`src/rtl/m_ext_pkg.sv`:
```
// Shared encodings for the RV32M sequencer: funct3 ops, FSM states, step count.
package m_ext_pkg;

    typedef enum logic [2:0] {
        F3_MUL    = 3'b000,
        F3_MULH   = 3'b001,
        F3_MULHSU = 3'b010,
        F3_MULHU  = 3'b011,
        F3_DIV    = 3'b100,
        F3_DIVU   = 3'b101,
        F3_REM    = 3'b110,
        F3_REMU   = 3'b111
    } funct3_e;

    localparam logic [1:0] S_IDLE = 2'd0;
    localparam logic [1:0] S_MUL  = 2'd1;
    localparam logic [1:0] S_DIV  = 2'd2;
    localparam logic [1:0] S_DONE = 2'd3;

    localparam int XLEN_STEPS = 32;

endpackage

```
`src/rtl/m_ext_iter_datapath.sv`:
```
// Iterative shift-add multiply / restoring divide on operand magnitudes,
// with sign fix-up and the divide-by-zero / overflow short-cut results.
module m_ext_iter_datapath
    import m_ext_pkg::*;
#(
    parameter int XLEN = 32
) (
    input  logic            clk,
    input  logic            reset,
    input  logic            load,
    input  logic            step,
    input  logic [2:0]      funct3,
    input  logic [XLEN-1:0] srcA,
    input  logic [XLEN-1:0] srcB,
    output logic            skip,
    output logic [XLEN-1:0] result
);

    logic [2*XLEN-1:0] acc;
    logic [XLEN-1:0]   m;
    funct3_e           op;
    logic              neg_q, neg_r, sp;
    logic [XLEN-1:0]   sp_res;

    logic              sa_en, sb_en, sign_a, sign_b;
    logic [XLEN-1:0]   mag_a, mag_b;
    logic              div0, ovf;

    always_comb begin
        sa_en  = funct3[2] ? ~funct3[0] : (funct3 != 3'b011);
        sb_en  = funct3[2] ? ~funct3[0] : ~funct3[1];
        sign_a = sa_en & srcA[XLEN-1];
        sign_b = sb_en & srcB[XLEN-1];
        mag_a  = sign_a ? -srcA : srcA;
        mag_b  = sign_b ? -srcB : srcB;
        div0   = funct3[2] & (srcB == '0);
        ovf    = funct3[2] & ~funct3[0] & (srcA == {1'b1, {(XLEN-1){1'b0}}}) & (srcB == '1);
        skip   = div0 | ovf;
    end

    // Multiply accumulates into the high half while the multiplier shifts out
    // the low half; divide shifts {remainder, quotient} left one bit per step.
    logic [XLEN:0]   msum;
    logic [XLEN+1:0] dtrial;

    always_comb begin
        msum   = {1'b0, acc[2*XLEN-1:XLEN]} + (acc[0] ? {1'b0, m} : '0);
        dtrial = {1'b0, acc[2*XLEN-1:XLEN-1]} - {2'b00, m};
    end

    always_ff @(posedge clk or posedge reset) begin
        if (reset) begin
            acc    <= '0;
            m      <= '0;
            op     <= F3_MUL;
            neg_q  <= 1'b0;
            neg_r  <= 1'b0;
            sp     <= 1'b0;
            sp_res <= '0;
        end else if (load) begin
            op     <= funct3_e'(funct3);
            neg_q  <= sign_a ^ sign_b;
            neg_r  <= sign_a;
            sp     <= skip;
            m      <= funct3[2] ? mag_b : mag_a;
            acc    <= {{XLEN{1'b0}}, (funct3[2] ? mag_a : mag_b)};
            if (div0)
                sp_res <= funct3[1] ? srcA : '1;
            else
                sp_res <= funct3[1] ? '0 : {1'b1, {(XLEN-1){1'b0}}};
        end else if (step) begin
            if (!op[2])
                acc <= {msum, acc[XLEN-1:1]};
            else if (!dtrial[XLEN+1])
                acc <= {dtrial[XLEN-1:0], acc[XLEN-2:0], 1'b1};
            else
                acc <= {acc[2*XLEN-2:0], 1'b0};
        end
    end

    logic [2*XLEN-1:0] prod;
    logic [XLEN-1:0]   quo, rem;

    always_comb begin
        prod   = neg_q ? -acc : acc;
        quo    = neg_q ? -acc[XLEN-1:0] : acc[XLEN-1:0];
        rem    = neg_r ? -acc[2*XLEN-1:XLEN] : acc[2*XLEN-1:XLEN];
        result = '0;
        if (sp)
            result = sp_res;
        else if (!op[2])
            result = (op == F3_MUL) ? prod[XLEN-1:0] : prod[2*XLEN-1:XLEN];
        else
            result = op[1] ? rem : quo;
    end

endmodule

```
`src/rtl/m_ext_sequencer.sv`:
```
// RV32M sequencer: stalls the core for a 32-step multiply/divide and pulses
// aluResultSrc for one cycle when the result is ready.
module m_ext_sequencer
    import m_ext_pkg::*;
#(
    parameter int XLEN = 32
) (
    input  logic            clk,
    input  logic            reset,
    input  logic            mStart,
    input  logic [2:0]      funct3,
    input  logic [XLEN-1:0] srcA,
    input  logic [XLEN-1:0] srcB,
    output logic            stall,
    output logic            aluResultSrc,
    output logic [XLEN-1:0] multResult,
    output logic            busy
);

    logic [1:0]      state;
    logic [4:0]      cnt;
    logic            load, skip;
    logic [XLEN-1:0] dp_result;

    assign load         = (state == S_IDLE) & mStart;
    assign busy         = (state == S_MUL) | (state == S_DIV);
    assign aluResultSrc = (state == S_DONE);
    assign stall        = ~reset & (load | busy);
    assign multResult   = aluResultSrc ? dp_result : '0;

    always_ff @(posedge clk or posedge reset) begin
        if (reset) begin
            state <= S_IDLE;
            cnt   <= '0;
        end else begin
            case (state)
                S_IDLE: if (mStart) begin
                    cnt <= '0;
                    if (!funct3[2])
                        state <= S_MUL;
                    else
                        state <= skip ? S_DONE : S_DIV;
                end
                S_MUL, S_DIV: begin
                    cnt <= cnt + 5'd1;
                    if (cnt == 5'(XLEN_STEPS - 1))
                        state <= S_DONE;
                end
                default: state <= S_IDLE;
            endcase
        end
    end

    m_ext_iter_datapath #(.XLEN(XLEN)) u_dp (
        .clk    (clk),
        .reset  (reset),
        .load   (load),
        .step   (busy),
        .funct3 (funct3),
        .srcA   (srcA),
        .srcB   (srcB),
        .skip   (skip),
        .result (dp_result)
    );

endmodule
```
`config.mk`:
```
export PLATFORM = sky130hd
export DESIGN_NAME = m_ext_sequencer
export DESIGN_NICKNAME = d
export VERILOG_FILES = /design/src/rtl/m_ext_pkg.sv /design/src/rtl/m_ext_iter_datapath.sv /design/src/rtl/m_ext_sequencer.sv
export SDC_FILE = /design/constraint.sdc
export NUM_CORES = 1
export LEC_CHECK = 0
export ABC_AREA = 0
export CORE_MARGIN = 2
export CORE_UTILIZATION = 40
export DETAILED_ROUTE_END_ITERATION = 12
export HOLD_SLACK_MARGIN = 0.08
export PLACE_DENSITY = 0.65
export SLEW_MARGIN = 20
export SYNTH_ARGS = -nofsm -noshare
export SYNTH_HDL_FRONTEND = slang
export SYNTH_SLANG_ARGS = --single-unit
```
`constraint.sdc`:
```
create_clock -name clk -period 4.9 [get_ports clk]
set_input_delay 0.49 -clock clk [delete_from_list [all_inputs] [get_ports clk]]
set_output_delay 0.49 -clock clk [all_outputs]
set_load 0.03 [all_outputs]
```
==> metrics.txt <==
status completed; Comb power frac 0.691; Post-Route WL 57.97 mm; Peak VDD IR 0.3469 mV; Net Sw Frac 0.5462; Die Area 38330 um^2; Seq/Total Area, Yosys 0.2398; worst-case clock buffer depth 2; die height 195.8 um; Crit. End Element primary output; Root Buffer clkbuf_16; vias per cell 6.208; Leakage 7.111 nW; drt wl/cell 23.06 um; Detailed Route Iter0 Violations 1670; EDFF count, synth 0; Clock Power Share 0.115; drt drc 0; postcts setup bufs 0; GRT Overall Usage 0.3021; synthesized area 14710 um^2; DR vias 15610; chip width 195.8 um; starting density of the core 0.4038; first-pass GRT wire length 88.24 mm; initial antenna violation count 1; Layout area overhead 14.36%; clock buffer count from CTS 17; fmax 0.2079 GHz; Syn Inst Count 2003; dpl hpwl 44.61 mm; Tcrit/Tclk final 0.9814; CTS tree yes; Crit Path Category flop to primary output; Clock transition at path regs 0.07 ns; Synth async-reset ratio 1.000; Synth cell types 80; Slew Limit Headroom 0.2251; Worst Setup SP u_dp.acc[33]; CTS H-tree depth 4; Final min period 4.809 ns; CORE AREA 36430 um^2; layout net count 2178; total grt overflow 0; RSZ-0062 raised after global routing true; drt pass-1 iters 6; Synth warnings 0; final hold vios 0; number of max-cap violations 0; clock latency on the worst-skew pair 0.46 ns; sw power 6.246 mW; setup slack at placement 0.4124 ns; Setup-failing EPs final 0; Cell Int Power 5.189 mW; cells on worst reg2reg path 11; skew final 0.01191 ns; port bufs 104; Arrival @ worst endpoint 4.32 ns; crit path launch type flop; power density over cell area 679.6 nW/um^2; I/O pin cnt 105; Worst Path Max Fanout 8; RR Startpoint u_dp.acc[41]; Hold WC Path Type flop to flop; FF+latch count, synth 141; Req. time, crit path 4.41 ns; clock sink count 141; count of final max-slew check failures 0; post-route ant nets 0; layout cells sized above 1 0.05816; pin count of the biggest net entering global routing 108; antenna cell count 0; sequential share of power 0.194; Finished Cell Area 16830 um^2; placed cell area 16200 um^2; Avg Cell Area, Syn 7.345 um^2; Reg2Reg Setup Slack 0.72 ns; PnR worst setup slack 0.09090 ns; ys flop type dfrtp_1; vias in the first global route 14670; Worst-Margin Slew 1.133 ns; Post-CTS Hold Buffers 0; post-route core utilization 0.4618; Rows 70; RD Place Congestion 0.9665; crit path to multResult[30]; worst reg2reg endpoint u_dp.acc[36]; Synthesized Nets 2148
-- cell usage after synthesis (17+ instances only) --
master	count	area (um^2)
nand2_1	262	983.4
a21o_1	25	187.7
xor2_1	92	805.8
a21oi_1	153	765.7
nand2b_1	17	106.4
inv_1	73	274.0
o211ai_1	58	435.4
dfrtp_1	141	3528
o41ai_1	18	157.7
clkbuf_1	121	454.2
nor3_1	24	120.1
o21ai_0	273	1366
o31ai_1	30	225.2
nor2_1	165	619.3
ha_1	73	913.4
xnor2_1	106	928.4
or3_1	20	125.1
mux2i_1	38	380.4
nand3_1	36	180.2
-- sequential cells by signal (all words and copies together), names as in the netlist --
| signal | cells |
|---|---|
| u_dp.sp_res | 32 |
| cnt | 5 |
| u_dp.op | 3 |
| u_dp.sp | 1 |
| u_dp.neg_q | 1 |
| u_dp.acc | 64 |
| u_dp.neg_r | 1 |
| state | 2 |
| u_dp.m | 32 |
-- power groups by stage --
| stage | Combinational (mW) | Clock (mW) | Sequential (mW) |
|---|---|---|---|
| after floorplan | 5.63 | 0 | 1.89 |
| after global placement | 7.60 | 0 | 2.19 |
| after detailed placement | 7.65 | 0 | 2.20 |
| after CTS | 7.72 | 1.32 | 2.18 |
| after global routing | 8.58 | 1.37 | 2.26 |
| final | 7.90 | 1.32 | 2.21 |
-- repair_timing --
action / in CTS / in global routing
endpoints found under the setup margin: 5 / 18
pin swaps: 1 / 1
resized for setup: 5 / 17
-- cells by family (layout without fill, tap and decap cells) --
family,after synthesis,count (layout),synth area share
multiplexers,40,40,0.02764
flip-flops,141,141,0.2398
AO/OA/AOI/OAI,711,711,0.2972
AND/OR/NAND/NOR,621,621,0.1957
XOR/XNOR,198,198,0.1179
buffers and inverters,217,260,0.05698
adder cells (fa/ha/maj),75,75,0.06480
-- layout by cell type (no fill, tap or decap), types with 24 or more instances in the layout --
master           netlist  final
o211ai_1              58     58
ha_1                  73     72
o31ai_1               30     30
clkdlybuf4s50_1        0     89
o21ai_0              273    271
inv_1                 73     72
nor3_1                24     24
a21oi_1              153    153
nand2_1              262    261
xnor2_1              106    106
xor2_1                92     92
dfrtp_1              141    139
buf_4                  1     50
nand3_1               36     36
a21o_1                25     25
nor2_1               165    164
mux2i_1               38     38
-- metrics by stage --
step	cells	hold slack (ns)	total power [mW]	setup TNS, ns
floorplan	2003	0.4418	7.519	0
global placement	2482	0.4575	9.790	0
detailed placement	2482	0.4664	9.847	0
CTS	2514	0.4818	11.23	0
global route	2514	0.5089	12.21	-0.01147
finish	2514	0.4810	11.43	0
-- critical path, stage by stage, from the launching register on --
cell	delay, ns
dfrtp_1	0.49
inv_1	0.17
ha_1	0.25
nand4_1	0.23
or3_1	0.44
or3_4	0.40
or4_1	0.46
o21ai_1	0.20
xnor2_1	0.09
a222oi_1	0.56
a21oi_1	0.16
dlygate4sd2_1	0.39
-- layer usage --
layer | track usage | part of all wire | up-vias
li1 | - | - | 7278
met1 | 0.4065 | 0.43 | 7519
met2 | 0.4800 | 0.45 | 704
met3 | 0.05742 | 0.085 | 103
met4 | 0.1176 | 0.035 | 2
met5 | 0 | 0.00021 | -
-- worst min path at each step --
| stage | startpoint | endpoint | cells past startpoint |
|---|---|---|---|
| global placement | u_dp.sp_res[26] | u_dp.sp_res[26] | 2 |
| detailed placement | u_dp.sp_res[26] | u_dp.sp_res[26] | 2 |
| finish | u_dp.sp_res[25] | u_dp.sp_res[25] | 2 |
| global route | u_dp.sp_res[20] | u_dp.sp_res[20] | 2 |
| CTS | u_dp.sp_res[26] | u_dp.sp_res[26] | 2 |
| floorplan | u_dp.sp_res[26] | u_dp.sp_res[26] | 2 |
-- final cells by class --
type	instances	area [um^2]
clock inverters	13	128.9
repair buffers	154	1446
well taps	468	585.6
fillers	3720	19610
multi-input cells	1645	10410
clock buffers	19	442.9
flip-flops and latches	141	3531
inverters	74	282.8
Note: power is estimated with default switching activity, not from simulation.
